File: config.mk
export PLATFORM = sky130hd
export DESIGN_NAME = switch_selector_decoder
export DESIGN_NICKNAME = d
export VERILOG_FILES = /design/src/rtl/switch_selector_decoder.sv
export SDC_FILE = /design/constraint.sdc
export NUM_CORES = 1
export LEC_CHECK = 0
export CAP_MARGIN = 20
export CORE_MARGIN = 2
export CORE_UTILIZATION = 40
export CTS_BUF_LIST = sky130_fd_sc_hd__clkbuf_16
export DETAILED_ROUTE_END_ITERATION = 8
export GPL_TIMING_DRIVEN = 0
export SYNTH_ARGS = -nofsm -noshare
export SYNTH_HDL_FRONTEND = slang
export SYNTH_HIERARCHICAL = 1
export SYNTH_SLANG_ARGS = --single-unit
File: constraint.sdc
create_clock -name SIM_CLK -period 2.6 [get_ports SIM_CLK]
set_clock_uncertainty 0.1 [all_clocks]
set_input_delay 0.39 -clock SIM_CLK [delete_from_list [all_inputs] [get_ports SIM_CLK]]
set_output_delay 0.39 -clock SIM_CLK [all_outputs]
set_load 0.1 [all_outputs]
File: src/rtl/switch_selector_decoder.sv
// Stage switch-selector receiver: sync + glitch filter SS lines, latch address, verify word, fire channel pulse.
// Latency: address to BUSY 2+FILT_CYC cycles, VERIFY_DLY+1 more to VERIFY_VALID; read to CH_ACT 2+FILT_CYC cycles.
// No backpressure: inputs are level lines, sampled every cycle. Optional CH_ONEHOT output under SWSEL_ONEHOT_EN.

module switch_selector_filter #(
    parameter int W        = 1,
    parameter int FILT_CYC = 4
) (
    input  logic         clk,
    input  logic         rst_n,
    input  logic [W-1:0] raw,
    output logic [W-1:0] filt
);
    localparam logic [7:0] FILT_LAST = 8'(FILT_CYC - 1);

    logic [W-1:0] s1;
    logic [W-1:0] s2;
    logic [7:0]   cnt;
    logic [7:0]   cnt_nxt;

    // s1 is next cycle's s2, so a mismatch means the synchronised value is about to change.
    always_comb begin
        cnt_nxt = cnt;
        if (s1 != s2)
            cnt_nxt = 8'd0;
        else if (cnt != 8'hFF)
            cnt_nxt = cnt + 8'd1;
    end

    always_ff @(posedge clk or negedge rst_n) begin
        if (!rst_n) begin
            s1   <= '0;
            s2   <= '0;
            cnt  <= 8'd0;
            filt <= '0;
        end else begin
            s1  <= raw;
            s2  <= s1;
            cnt <= cnt_nxt;
            if ((s1 == s2) && (cnt_nxt >= FILT_LAST))
                filt <= s2;
        end
    end
endmodule

module switch_selector_decoder #(
    parameter int FILT_CYC   = 4,
    parameter int VERIFY_DLY = 8,
    parameter int PULSE_CYC  = 16
) (
    input  logic       SIM_CLK,
    input  logic       SIM_RST,
    input  logic       SS1,
    input  logic       SS2,
    input  logic       SS3,
    input  logic       SS4,
    input  logic       SS5,
    input  logic       SS6,
    input  logic       SS7,
    input  logic       SS8,
    input  logic       SS14,
    input  logic       SS15,
    output logic [7:0] VERIFY,
    output logic       VERIFY_VALID,
    output logic       CH_ACT,
    output logic [7:0] CH_NUM,
    output logic       BUSY
`ifdef SWSEL_ONEHOT_EN
    ,
    output logic [255:0] CH_ONEHOT
`endif
);
    localparam logic [7:0]  VDLY       = 8'(VERIFY_DLY);
    localparam logic [15:0] PULSE_LAST = 16'(PULSE_CYC - 1);

    typedef enum logic [1:0] {IDLE, ADDR, FIRE, HOLD} state_t;

    state_t      state;
    logic [7:0]  f_addr;
    logic        f_rd;
    logic        f_rst;
    logic        rd_q;
    logic        rd_rise;
    logic [7:0]  vcnt;
    logic [15:0] pcnt;

    switch_selector_filter #(.W(8), .FILT_CYC(FILT_CYC)) u_addr_filt (
        .clk   (SIM_CLK),
        .rst_n (SIM_RST),
        .raw   ({SS8, SS7, SS6, SS5, SS4, SS3, SS2, SS1}),
        .filt  (f_addr)
    );

    switch_selector_filter #(.W(1), .FILT_CYC(FILT_CYC)) u_rd_filt (
        .clk   (SIM_CLK),
        .rst_n (SIM_RST),
        .raw   (SS14),
        .filt  (f_rd)
    );

    switch_selector_filter #(.W(1), .FILT_CYC(FILT_CYC)) u_rst_filt (
        .clk   (SIM_CLK),
        .rst_n (SIM_RST),
        .raw   (SS15),
        .filt  (f_rst)
    );

    // Edge detect makes a held read fire at most once.
    assign rd_rise = f_rd & ~rd_q;

    always_ff @(posedge SIM_CLK or negedge SIM_RST) begin
        if (!SIM_RST) begin
            state        <= IDLE;
            rd_q         <= 1'b0;
            vcnt         <= 8'd0;
            pcnt         <= 16'd0;
            VERIFY       <= 8'd0;
            VERIFY_VALID <= 1'b0;
            CH_ACT       <= 1'b0;
            CH_NUM       <= 8'd0;
            BUSY         <= 1'b0;
`ifdef SWSEL_ONEHOT_EN
            CH_ONEHOT    <= '0;
`endif
        end else begin
            rd_q <= f_rd;
            if (f_rst) begin
                state        <= IDLE;
                BUSY         <= 1'b0;
                CH_ACT       <= 1'b0;
                VERIFY       <= 8'd0;
                VERIFY_VALID <= 1'b0;
                vcnt         <= 8'd0;
                pcnt         <= 16'd0;
`ifdef SWSEL_ONEHOT_EN
                CH_ONEHOT    <= '0;
`endif
            end else begin
                case (state)
                    IDLE: begin
                        if (f_addr != 8'd0) begin
                            CH_NUM <= f_addr;
                            vcnt   <= 8'd0;
                            state  <= ADDR;
                            BUSY   <= 1'b1;
                        end
                    end
                    ADDR: begin
                        if (rd_rise && VERIFY_VALID) begin
                            state  <= FIRE;
                            CH_ACT <= 1'b1;
                            pcnt   <= 16'd0;
`ifdef SWSEL_ONEHOT_EN
                            CH_ONEHOT <= 256'd1 << CH_NUM;
`endif
                        end else if ((f_addr != 8'd0) && (f_addr != CH_NUM)) begin
                            CH_NUM       <= f_addr;
                            vcnt         <= 8'd0;
                            VERIFY       <= 8'd0;
                            VERIFY_VALID <= 1'b0;
                        end else if (!VERIFY_VALID) begin
                            if (vcnt == VDLY) begin
                                VERIFY       <= ~CH_NUM;
                                VERIFY_VALID <= 1'b1;
                            end else begin
                                vcnt <= vcnt + 8'd1;
                            end
                        end
                    end
                    FIRE: begin
                        if (pcnt == PULSE_LAST) begin
                            CH_ACT <= 1'b0;
                            state  <= HOLD;
`ifdef SWSEL_ONEHOT_EN
                            CH_ONEHOT <= '0;
`endif
                        end else begin
                            pcnt <= pcnt + 16'd1;
                        end
                    end
                    HOLD: begin
                        if (!f_rd && (f_addr == 8'd0)) begin
                            state        <= IDLE;
                            BUSY         <= 1'b0;
                            VERIFY       <= 8'd0;
                            VERIFY_VALID <= 1'b0;
                        end
                    end
                    default: begin
                        state <= IDLE;
                        BUSY  <= 1'b0;
                    end
                endcase
            end
        end
    end
endmodule

==> impl_results.md <==
- Status: complete, no violations
- Post-DR wirelength/cell: 15.0 um
- Flops & latches, synth: 100
- Setup Crit Path Kind: register to output port
- Synth top area share: 47.4%
- Max incr delay on CP: 1.20 ns
- Area share of fa/ha/maj cells after synthesis: 2.61%
- Initial Util: 41.5%
- Synthesized cell area: 0.00527 mm2
- CTS Buf Count: 9
- Skew-Pair Late Insertion Delay: 0.34 ns
- Register area share after synthesis: 47.4%
- Count leader, synth: dfrtp_1
- Main combinational cell family by area after synthesis: simple AND/OR/NAND/NOR gates
- Grt ovf: 0
- Vias/cell: 5.59
- Die area: 0.0141 mm2
- Syn_area_per_cell: 10.4 um2
- Die extent in x: 119 um
- Layout net count: 573
- Crit-path leading delay family: buffers and inverters
- Biggest register: pcnt
- Sink Count: 100
- Core area: 0.0127 mm2
- # setup viols final: 0
- Clock buffer depth: 2
- Syn. warnings: 6
- Worst Setup Slack, final: 0.0530 ns
- Net Sw Frac: 33.5%
- Antenna-violating nets left: 0
- CTS tree: built
- Max Slew Vio Count: 0
- Worst Setup End Kind: output port
- Sw Pwr: 1.35 mW
- Post-CTS Setup Inserts: 0
- Max capacitance violation total: 0
- Arr. time, crit path: 2.06 ns
- Die span in y: 119 um
- Mapped Cells: 507
- Post-synthesis async set-or-reset flop share: 100%
- Cell Pwr Density: 650 mW/mm2
- I/O pins: 31
- Largest net degree at the start of global routing: 71
- P_int: 2.68 mW
- Post-Synth Simple-Gate Area: 17.7%
- First-pass GRT wire length: 19000 um
- Design Power: 4.03 mW
- H-tree depth: 3
- Synth area leaders: dfrtp_1, mux2_2, ha_1, nand2_1, xor2_1
- Synth area leader: dfrtp_1
- Sequential share of power: 42.6%
- TNS Setup: 0 ns
- Core Rows: 41
- CP max-delay cell: clkdlybuf4s50_1
- Clock root buffer: clkbuf_16
- Pre-antenna DRT Iters: 5
- Post-synth EDFFs: 0
- Launch point of the worst reg-to-reg path: state[1]
- Area growth, synth to finish: 17.5%
- Worst slew pin tran: 1.00 ns
- Place WS: -0.169 ns
- GRT Total Usage: 16.3%
- Max IR drop VDD: 0.497 mV
- Slew headroom: 33.0%
- Netlist cell types: 77
- Minimum clock period: 2.55 ns
- Synthesized Nets: 530
- Area share of xor/xnor cells in the synthesized design: 4.79%
- Post-synthesis mux area share: 5.50%
- Clk slew on worst S/H paths: 0.07 ns
- Final hold viol count: 0
- HP Class: register to register
- Crit path from: VERIFY_VALID
- Crit-path max FO: 6
- Crit path buffers/inverters: 1
- Initial DRC count: 253
- Vias in the first global route: 4022
- Detailed placer's ending HPWL: 7710 um
- Clock share of power: 33.3%
- Startpoint class of the critical path: register
- Crit path cell chain: clkdlybuf4s50_1
- Synth Area in Compound Gates: 17.5%
- Max reg flops: 16
- List of most frequent post-synthesis cells: dfrtp_1, nand2_1, inv_1, nor2_1, o21ai_0
- Lkg Pwr: 2.59 nW
- Initial antenna violation count: 0
- Reg area: 0.00250 mm2
- Port bufs: 30
- Routability congestion estimate: 0.894
- Ant diodes: 0
- Gate power share: 24.1%
- Share of cells above drive strength 1: 15.7%
- Vias: 4065
- Unrepaired setup endpoints after global routing: no
- Hold Path Origin: u_addr_filt/s1[4]
- WL final: 10900 um
- Filler cells: 1206
- Required @ worst endpoint: 2.11 ns
- Final Cycle Share: 98.0%
- DRC Markers: 0
- Multi-input logic area: 0.00261 mm2
- Max Fclk: 393 MHz
- Most used flip-flop cell after synthesis: dfrtp_1
==> kinds of logic after synthesis <==
family / after synthesis
AOI/OAI and AO/OA: 128
xor gates and xnor gates: 28
adders and majority gates: 11
buffers and inverters: 47
DFF: 100
muxes: 27
and+or+nand+nor: 166
==> final timing paths <==
check	cells after the start	end	slack [ns]
worst max-delay path	1	VERIFY_VALID	0.05
worst min-delay path	0	u_addr_filt/s2[4]	0.29
worst max register to register	8	pcnt[6]	0.16
worst min register to register	0	u_addr_filt/s2[4]	0.29
max in group asynchronous	3	state[1]	1.29
min in group asynchronous	2	u_addr_filt/filt[2]	0.42
==> metrics by stage <==
stage / utilization (%) / hold WS, ns / cells / area (um2)
global placement: 45.5 / 0.281 / 709 / 5790
floorplan: - / -0.00559 / 507 / 5270
detailed placement: 45.7 / 0.264 / 710 / 5810
global route: 48.7 / 0.300 / 727 / 6200
finish: 48.7 / 0.290 / 727 / 6200
CTS: 48.4 / 0.295 / 727 / 6150
==> area by class of cell <==
type	instances	share of cell area [%]
multi-input cells	360	42.0
flip-flops and latches	100	40.4
repair buffers	32	5.41
clock buffers	9	3.63
well taps	172	3.47
plain buffers	16	1.98
inverters	31	1.88
clock inverters	7	1.17
==> per-layer routing <==
| metal | share of wire, % | vias to the layer above | wire [um] | track usage, % |
|---|---|---|---|---|
| li1 | - | 1979 | - | - |
| met1 | 47 | 1998 | 5080 | 21.1 |
| met2 | 49 | 74 | 5330 | 26.9 |
| met3 | 2.9 | 14 | 315 | 3.26 |
| met4 | 1.8 | 0 | 195 | 6.03 |
| met5 | 0 | - | 0 | 0 |
==> worst register-to-register path: stages, from the launching register on <==
cell     delay [ns]
dfrtp_2        0.45
inv_1          0.11
ha_2           0.27
and4b_1        0.32
or3_1          0.13
buf_2          0.24
o21ai_4        0.15
or4_1          0.53
nand2_1        0.08
==> repair_timing <==
action,CTS,global route
hold endpoints to repair,30,0
endpoints found under the setup margin,20,20
gates resized for setup,7,9
hold buffers,1,0
pin swaps,0,1
==> power by group through the flow <==
stage / clock network, mW / logic, mW / registers (mW)
finish: 1.34 / 0.970 / 1.72
global route: 1.45 / 1.05 / 1.73
CTS: 1.39 / 0.970 / 1.72
detailed placement: 0 / 0.961 / 1.75
global placement: 0 / 0.944 / 1.74
floorplan: 0 / 0.411 / 2.03
==> cells in the final DEF, fill, tap and decap left out, types with 9 or more instances in the layout <==
master | synthesis | final
clkbuf_16 | 0 | 9
inv_1 | 29 | 30
mux2_2 | 16 | 16
nand4_1 | 18 | 18
nor3_1 | 10 | 9
ha_1 | 11 | 10
xor2_1 | 15 | 15
a31oi_1 | 10 | 10
dfrtp_1 | 100 | 99
xnor2_1 | 12 | 12
o22ai_1 | 12 | 12
nor2_1 | 29 | 29
mux2i_1 | 11 | 11
nand3_1 | 19 | 18
a21oi_1 | 22 | 22
clkdlybuf4s50_1 | 0 | 29
o21ai_0 | 26 | 26
nand2_1 | 35 | 35
a211oi_1 | 9 | 9
No activity file was read; power rests on OpenSTA's default activity.
